## config.mk

```make
export PLATFORM = sky130hd
export DESIGN_NAME = l2_cache_nway
export DESIGN_NICKNAME = d
export VERILOG_FILES = /design/src/rtl/l2_cache_nway.sv
export SDC_FILE = /design/constraint.sdc
export NUM_CORES = 2
export LEC_CHECK = 0
export CORE_MARGIN = 2
export CORE_UTILIZATION = 30
export DETAILED_ROUTE_END_ITERATION = 10
export PLACE_DENSITY_LB_ADDON = 0.08
export RECOVER_POWER = 50
export SKIP_LAST_GASP = 1
export SYNTH_ARGS = -nofsm -noshare
export SYNTH_HDL_FRONTEND = slang
export SYNTH_SLANG_ARGS = --single-unit
```

## constraint.sdc

```tcl
create_clock -name clk -period 7.6 [get_ports clk]
set_input_delay 1.52 -clock clk [delete_from_list [all_inputs] [get_ports clk]]
set_output_delay 1.52 -clock clk [all_outputs]
set_load 0.005 [all_outputs]
```

## src/rtl/l2_cache_nway.sv

```systemverilog
// N-way set-associative write-back/write-allocate L2 cache, one word per line, true LRU.
// Optional event counters are built only when L2_STATS_EN is defined.
module l2_cache_nway #(
    parameter int DATA_WIDTH = 32,
    parameter int ADDR_WIDTH = 32,
    parameter int SETS       = 8,
    parameter int WAYS       = 2
) (
    input  logic                  clk,
    input  logic                  rst_n,
    input  logic                  i_req_valid,
    output logic                  o_req_ready,
    input  logic                  i_req_we,
    input  logic [ADDR_WIDTH-1:0] i_req_addr,
    input  logic [DATA_WIDTH-1:0] i_req_wdata,
    input  logic [2:0]            i_req_func3,
    output logic                  o_resp_valid,
    output logic [DATA_WIDTH-1:0] o_resp_rdata,
    output logic                  o_resp_hit,
    output logic                  o_mem_req_valid,
    input  logic                  i_mem_req_ready,
    output logic                  o_mem_req_we,
    output logic [ADDR_WIDTH-1:0] o_mem_req_addr,
    output logic [DATA_WIDTH-1:0] o_mem_req_wdata,
    input  logic                  i_mem_resp_valid,
    input  logic [DATA_WIDTH-1:0] i_mem_resp_rdata,
    output logic [31:0]           o_stat_hits,
    output logic [31:0]           o_stat_misses,
    output logic [31:0]           o_stat_wbs
);

    localparam int IDX  = $clog2(SETS);
    localparam int TAGW = ADDR_WIDTH - IDX - 2;
    localparam int WW   = $clog2(WAYS);

    typedef enum logic [2:0] {
        S_IDLE, S_TAG, S_WB, S_FILL_REQ, S_FILL_WAIT, S_RESP
    } state_t;

    state_t                r_state;
    logic [ADDR_WIDTH-1:0] r_addr;
    logic                  r_we;
    logic [DATA_WIDTH-1:0] r_wdata;
    logic [2:0]            r_func3;
    logic [WW-1:0]         r_way;

    logic                  r_req_ready;
    logic                  r_resp_valid;
    logic                  r_resp_hit;
    logic [DATA_WIDTH-1:0] r_resp_rdata;
    logic                  r_mem_req_valid;
    logic                  r_mem_req_we;
    logic [ADDR_WIDTH-1:0] r_mem_req_addr;
    logic [DATA_WIDTH-1:0] r_mem_req_wdata;

    logic [WAYS-1:0]       r_valid [SETS];
    logic [WAYS-1:0]       r_dirty [SETS];
    logic [WW-1:0]         r_age   [SETS][WAYS];
    logic [TAGW-1:0]       r_tag   [SETS][WAYS];
    logic [DATA_WIDTH-1:0] r_data  [SETS][WAYS];

    logic [IDX-1:0]        w_set;
    logic [TAGW-1:0]       w_tag;
    logic                  w_hit;
    logic [WW-1:0]         w_hitWay;
    logic [WW-1:0]         w_victim;
    logic                  w_anyInvalid;
    logic [WW-1:0]         w_oldAge;
    logic [DATA_WIDTH-1:0] w_mergeSrc;
    logic [DATA_WIDTH-1:0] w_merged;
    logic [ADDR_WIDTH-1:0] w_fillAddr;

    function automatic logic [DATA_WIDTH-1:0] storeMerge(
        input logic [DATA_WIDTH-1:0] oldWord,
        input logic [DATA_WIDTH-1:0] wdata,
        input logic [1:0]            offset,
        input logic [2:0]            func3
    );
        logic [DATA_WIDTH-1:0] res;
        res = oldWord;
        case (func3)
            3'b000:  res[int'(offset) * 8 +: 8] = wdata[7:0];
            3'b001:  res[int'(offset[1]) * 16 +: 16] = wdata[15:0];
            default: res = wdata;
        endcase
        return res;
    endfunction

    assign w_set      = r_addr[IDX+1:2];
    assign w_tag      = r_addr[ADDR_WIDTH-1:IDX+2];
    assign w_fillAddr = {r_addr[ADDR_WIDTH-1:2], 2'b00};
    assign w_oldAge   = r_age[w_set][r_way];

    always_comb begin
        w_hit        = 1'b0;
        w_hitWay     = '0;
        w_victim     = '0;
        w_anyInvalid = 1'b0;
        for (int w = 0; w < WAYS; w++) begin
            if (r_valid[w_set][w] && (r_tag[w_set][w] == w_tag)) begin
                w_hit    = 1'b1;
                w_hitWay = WW'(w);
            end
        end
        // Descending scan so the lowest-index invalid way wins.
        for (int w = WAYS - 1; w >= 0; w--) begin
            if (!r_valid[w_set][w]) begin
                w_victim     = WW'(w);
                w_anyInvalid = 1'b1;
            end
        end
        if (!w_anyInvalid) begin
            for (int w = 0; w < WAYS; w++) begin
                if (r_age[w_set][w] == WW'(WAYS - 1)) w_victim = WW'(w);
            end
        end
    end

    assign w_mergeSrc = (r_state == S_FILL_WAIT) ? i_mem_resp_rdata : r_data[w_set][w_hitWay];
    assign w_merged   = r_we ? storeMerge(w_mergeSrc, r_wdata, r_addr[1:0], r_func3) : w_mergeSrc;

    always_ff @(posedge clk or negedge rst_n) begin
        if (!rst_n) begin
            r_state         <= S_IDLE;
            r_addr          <= '0;
            r_we            <= 1'b0;
            r_wdata         <= '0;
            r_func3         <= '0;
            r_way           <= '0;
            r_req_ready     <= 1'b1;
            r_resp_valid    <= 1'b0;
            r_resp_hit      <= 1'b0;
            r_resp_rdata    <= '0;
            r_mem_req_valid <= 1'b0;
            r_mem_req_we    <= 1'b0;
            r_mem_req_addr  <= '0;
            r_mem_req_wdata <= '0;
            for (int s = 0; s < SETS; s++) begin
                r_valid[s] <= '0;
                r_dirty[s] <= '0;
                for (int w = 0; w < WAYS; w++) r_age[s][w] <= WW'(w);
            end
        end else begin
            case (r_state)
                S_IDLE: begin
                    if (i_req_valid) begin
                        r_addr      <= i_req_addr;
                        r_we        <= i_req_we;
                        r_wdata     <= i_req_wdata;
                        r_func3     <= i_req_func3;
                        r_req_ready <= 1'b0;
                        r_state     <= S_TAG;
                    end
                end
                S_TAG: begin
                    if (w_hit) begin
                        r_way        <= w_hitWay;
                        r_resp_valid <= 1'b1;
                        r_resp_hit   <= 1'b1;
                        r_resp_rdata <= w_merged;
                        r_state      <= S_RESP;
                    end else begin
                        r_way           <= w_victim;
                        r_mem_req_valid <= 1'b1;
                        if (r_valid[w_set][w_victim] && r_dirty[w_set][w_victim]) begin
                            r_mem_req_we    <= 1'b1;
                            r_mem_req_addr  <= {r_tag[w_set][w_victim], w_set, 2'b00};
                            r_mem_req_wdata <= r_data[w_set][w_victim];
                            r_state         <= S_WB;
                        end else begin
                            r_mem_req_we   <= 1'b0;
                            r_mem_req_addr <= w_fillAddr;
                            r_state        <= S_FILL_REQ;
                        end
                    end
                end
                S_WB: begin
                    if (i_mem_req_ready) begin
                        r_mem_req_we   <= 1'b0;
                        r_mem_req_addr <= w_fillAddr;
                        r_state        <= S_FILL_REQ;
                    end
                end
                S_FILL_REQ: begin
                    if (i_mem_req_ready) begin
                        r_mem_req_valid <= 1'b0;
                        r_state         <= S_FILL_WAIT;
                    end
                end
                S_FILL_WAIT: begin
                    if (i_mem_resp_valid) begin
                        r_valid[w_set][r_way] <= 1'b1;
                        r_dirty[w_set][r_way] <= 1'b0;
                        r_resp_valid          <= 1'b1;
                        r_resp_hit            <= 1'b0;
                        r_resp_rdata          <= w_merged;
                        r_state               <= S_RESP;
                    end
                end
                S_RESP: begin
                    r_resp_valid <= 1'b0;
                    r_req_ready  <= 1'b1;
                    if (r_we) r_dirty[w_set][r_way] <= 1'b1;
                    // Ways younger than the accessed one age by one; older ways keep their age.
                    for (int w = 0; w < WAYS; w++) begin
                        if (WW'(w) == r_way)
                            r_age[w_set][w] <= '0;
                        else if (r_age[w_set][w] < w_oldAge)
                            r_age[w_set][w] <= r_age[w_set][w] + 1'b1;
                    end
                    r_state <= S_IDLE;
                end
                default: r_state <= S_IDLE;
            endcase
        end
    end

    // Tag and data arrays carry no reset; valid bits gate their use.
    always_ff @(posedge clk) begin
        if (r_state == S_FILL_WAIT && i_mem_resp_valid) begin
            r_tag[w_set][r_way]  <= w_tag;
            r_data[w_set][r_way] <= i_mem_resp_rdata;
        end else if (r_state == S_RESP) begin
            r_data[w_set][r_way] <= r_resp_rdata;
        end
    end

    assign o_req_ready     = r_req_ready;
    assign o_resp_valid    = r_resp_valid;
    assign o_resp_rdata    = r_resp_rdata;
    assign o_resp_hit      = r_resp_hit;
    assign o_mem_req_valid = r_mem_req_valid;
    assign o_mem_req_we    = r_mem_req_we;
    assign o_mem_req_addr  = r_mem_req_addr;
    assign o_mem_req_wdata = r_mem_req_wdata;

`ifdef L2_STATS_EN
    logic [31:0] r_stat_hits;
    logic [31:0] r_stat_misses;
    logic [31:0] r_stat_wbs;

    always_ff @(posedge clk or negedge rst_n) begin
        if (!rst_n) begin
            r_stat_hits   <= '0;
            r_stat_misses <= '0;
            r_stat_wbs    <= '0;
        end else begin
            if (r_state == S_RESP) begin
                if (r_resp_hit && r_stat_hits != 32'hFFFF_FFFF)
                    r_stat_hits <= r_stat_hits + 32'd1;
                if (!r_resp_hit && r_stat_misses != 32'hFFFF_FFFF)
                    r_stat_misses <= r_stat_misses + 32'd1;
            end
            if (r_state == S_WB && r_mem_req_valid && i_mem_req_ready && r_stat_wbs != 32'hFFFF_FFFF)
                r_stat_wbs <= r_stat_wbs + 32'd1;
        end
    end

    assign o_stat_hits   = r_stat_hits;
    assign o_stat_misses = r_stat_misses;
    assign o_stat_wbs    = r_stat_wbs;
`else
    assign o_stat_hits   = '0;
    assign o_stat_misses = '0;
    assign o_stat_wbs    = '0;
`endif

endmodule

```

==> results.ini <==
[run_status]
status=finished, violations left
failed_checks=max-capacitance violations, max-slew violations

[worst_setup_path]
crit_path_frequent_cell=buf_4
crit_arrival_ns=6.24
r2r-end=o_mem_req_addr[15]
slowest_stage=dfrtp_4
cp_slowest_stage_delay_ns=0.97
cp-start-kind=register
reg2reg_depth=11
cp.required_ns=8.22
critical_path.reg2reg.startpoint=r_addr[2]
r2r_setup_slack_ns=1.99
crit_path_end_kind=register
criticalPathCategory=register to register
worst-path-max-fanout=47
worstPathCellList=buf_4 -> mux4_2 -> mux2i_1 -> xnor2_1 -> a2111oi_0 -> and4bb_2 -> nand4_4 -> o211ai_2 -> a21oi_4 -> buf_4 -> mux2_2

[sta]
finalSetupTns_ns=0
relSlewSlack_pct=-173.5
fmax_mhz=178.1
period_share_pct=73.87
tightest_slew_ns=4.102
clock-skew-final_ns=0.03847
setup_viol=0
drv_slew=263
min_period_ns=5.614
hold_viol_final=0
fin_hold_ws_ns=0.4601
rsz0062_at_grt=false

[floorplan]
die_x_um=408.8
core-area_mm2=0.1628
start_util_pct=30.19
io_pins=302
die_area_mm2=0.1671
fp-row-count=148
chipHeight_um=408.8

[grt]
grt_util_met3_pct=3.137
antenna_found_initial=9
grt-ovfl-total=0
busiest_layer=met2
grtUsageMet2_pct=36.08
grt_pass1_vias=30780
grt_util_met1_pct=27.51
grt_max_degree=121
grtUsageTotal_pct=20.95
grt_pass1_wl_mm=246.4

[logic_synthesis]
yosysWarningCount=0
synth_top_area_share_pct=57.68
synth.area.top_cells=edfxtp_1 58%, dfrtp_1 11%, mux2_2 5.0%
ys_seq_area_share_pct=68.85
syn_area_mm2=0.04915
synth_edf_count=944
synth_cell_types=80
syn_inst=3186
ys_async_sr_fraction_pct=18.83
synth_ff_type=edfxtp_1
synth_area_per_cell_um2=15.43
synth_area_leader_cell=edfxtp_1
ys_ff_latch=1163

[cts]
clk_latency_ns=0.77
clock_path_buffers=3
postCtsResizedCells=0
post_cts_buffers=0
clk_pin_slew_worst_paths_ns=0.06
cts_tree=yes
htree_levels=4
clock-sinks=1163
cts-root-buf=clkbuf_16
hold_buffers=0
numCtsBuffers=136

[min_path]
min_to=r_valid[9]
hold_class=register to register
min_from=r_valid[9]
holdPathStages=1

[drt]
via_per_inst=5.203
drt_iter0_drc=2340
drc=0
antenna_left=0
drtPass1Iterations=6
vias=29810
routedWlPerCell_um=31.08
routed_wl_mm=178.1

[pwr]
power.leakage_nw=20.46
peakVddDrop_v=0.0002322
power_density_mw_per_mm2=415.9

[cells_and_area]
drive_gt1_share_pct=19.10
nets=3550
fillerInstances=15450
final_util_pct=35.88
layout_commonest_cell=edfxtp_1
finalNonFillerCells=5730
multi_input_area_mm2=0.01434
mostFrequentLayoutCells=944 x edfxtp_1, 225 x nand2_1, 207 x dfrtp_1
seq_area_mm2=0.03385
area_growth_pct=18.85
antennaDiodeCount=0

[flow_run]
drv_cap=6

[placed_design]
gp_congestion=0.8012
dp_cells=5477
dp_hpwl_mm=108.9
numPortBuffers=203

-- metal layers --
metal,wire length (um),up-vias
li1,-,12760
met4,4222,2
met2,88660,1032
met5,14,-
met1,76510,15780
met3,8704,245
-- layout make-up --
type,instances,share of cell area [%]
Tap cell,2175,4.659
Sequential cell,1163,57.95
Multi-Input combinational cell,1804,24.54
Inverter,27,0.1757
Clock buffer,188,6.621
Clock inverter,65,1.253
Timing Repair Buffer,308,4.800
-- metrics by stage --
stage	worst slack (ns)	area [um^2]	power, mW
2_1_floorplan	3.453	49510	13.61
3_3_place_gp	1.830	53870	17.83
3_5_place_dp	1.849	53870	17.86
4_1_cts	1.831	58470	24.63
5_1_grt	1.381	58410	25.32
6_report	1.986	58410	24.29
-- state kept, by name, indices dropped and copies added, names as in the netlist, named ones only --
signal           cells
o_resp_rdata        32
o_mem_req_valid      1
r_valid             16
o_resp_hit           1
r_addr              32
o_mem_req_we         1
o_mem_req_addr      30
o_req_ready          1
o_resp_valid         1
r_tag              432
r_data             512
r_state              3
r_func3              3
o_mem_req_wdata     32
r_age               16
r_way                1
r_wdata             32
r_we                 1
-- where the power goes --
group	internal [mW]	total (mW)	switching, mW
logic	3.19	8.58	5.39
clock network	4.04	6.71	2.67
registers	7.95	9.00	1.05
total	15.2	24.3	9.11
-- synth_stat cells, types with 22 or more instances --
library cell / n
mux2_2: 218
buf_4: 106
a22o_1: 28
a221oi_1: 61
mux2_1: 22
dfrtp_1: 210
buf_1: 28
nor2_1: 150
a22oi_1: 164
inv_1: 23
nand2_1: 225
edfxtp_1: 944
mux2i_1: 173
clkbuf_1: 108
xnor2_1: 37
o21ai_0: 106
a21oi_1: 106
mux4_2: 72
mux2_4: 24
buf_2: 36
-- how the worst max path moves through the flow --
stage                     start             endpoint  slack, ns  depth (start not counted)
6_report              r_addr[2]   o_mem_req_addr[15]       1.99                         11
5_1_grt                   rst_n   o_mem_req_wdata[6]       1.38                          2
4_1_cts               r_addr[2]   o_mem_req_addr[31]       1.83                         11
3_5_place_dp          r_addr[2]   o_mem_req_addr[31]       1.85                         11
3_3_place_gp          r_addr[2]  o_mem_req_wdata[20]       1.83                         11
2_1_floorplan  i_mem_resp_valid         r_data[0][0]       3.45                          5
-- cells by family after synthesis --
group | Yosys count | share of synthesized area, %
flip-flops | 1163 | 68.85
AO/OA/AOI/OAI | 611 | 8.562
AND/OR/NAND/NOR | 532 | 5.013
multiplexers | 510 | 13.10
buffers and inverters | 316 | 3.483
XOR/XNOR | 48 | 0.8554
adder cells (fa/ha/maj) | 5 | 0.1273
other | 1 | 0.007630
-- critical path: cells and delay by family, from the launching register on --
family,cells,cell delay [ns]
multiplexers,3,1.48
buffers and inverters,2,1.13
flip-flops,1,0.97
AO/OA/AOI/OAI,3,0.84
AND/OR/NAND/NOR,2,0.70
XOR/XNOR,1,0.25
Note: power is estimated with default switching activity, not from simulation.
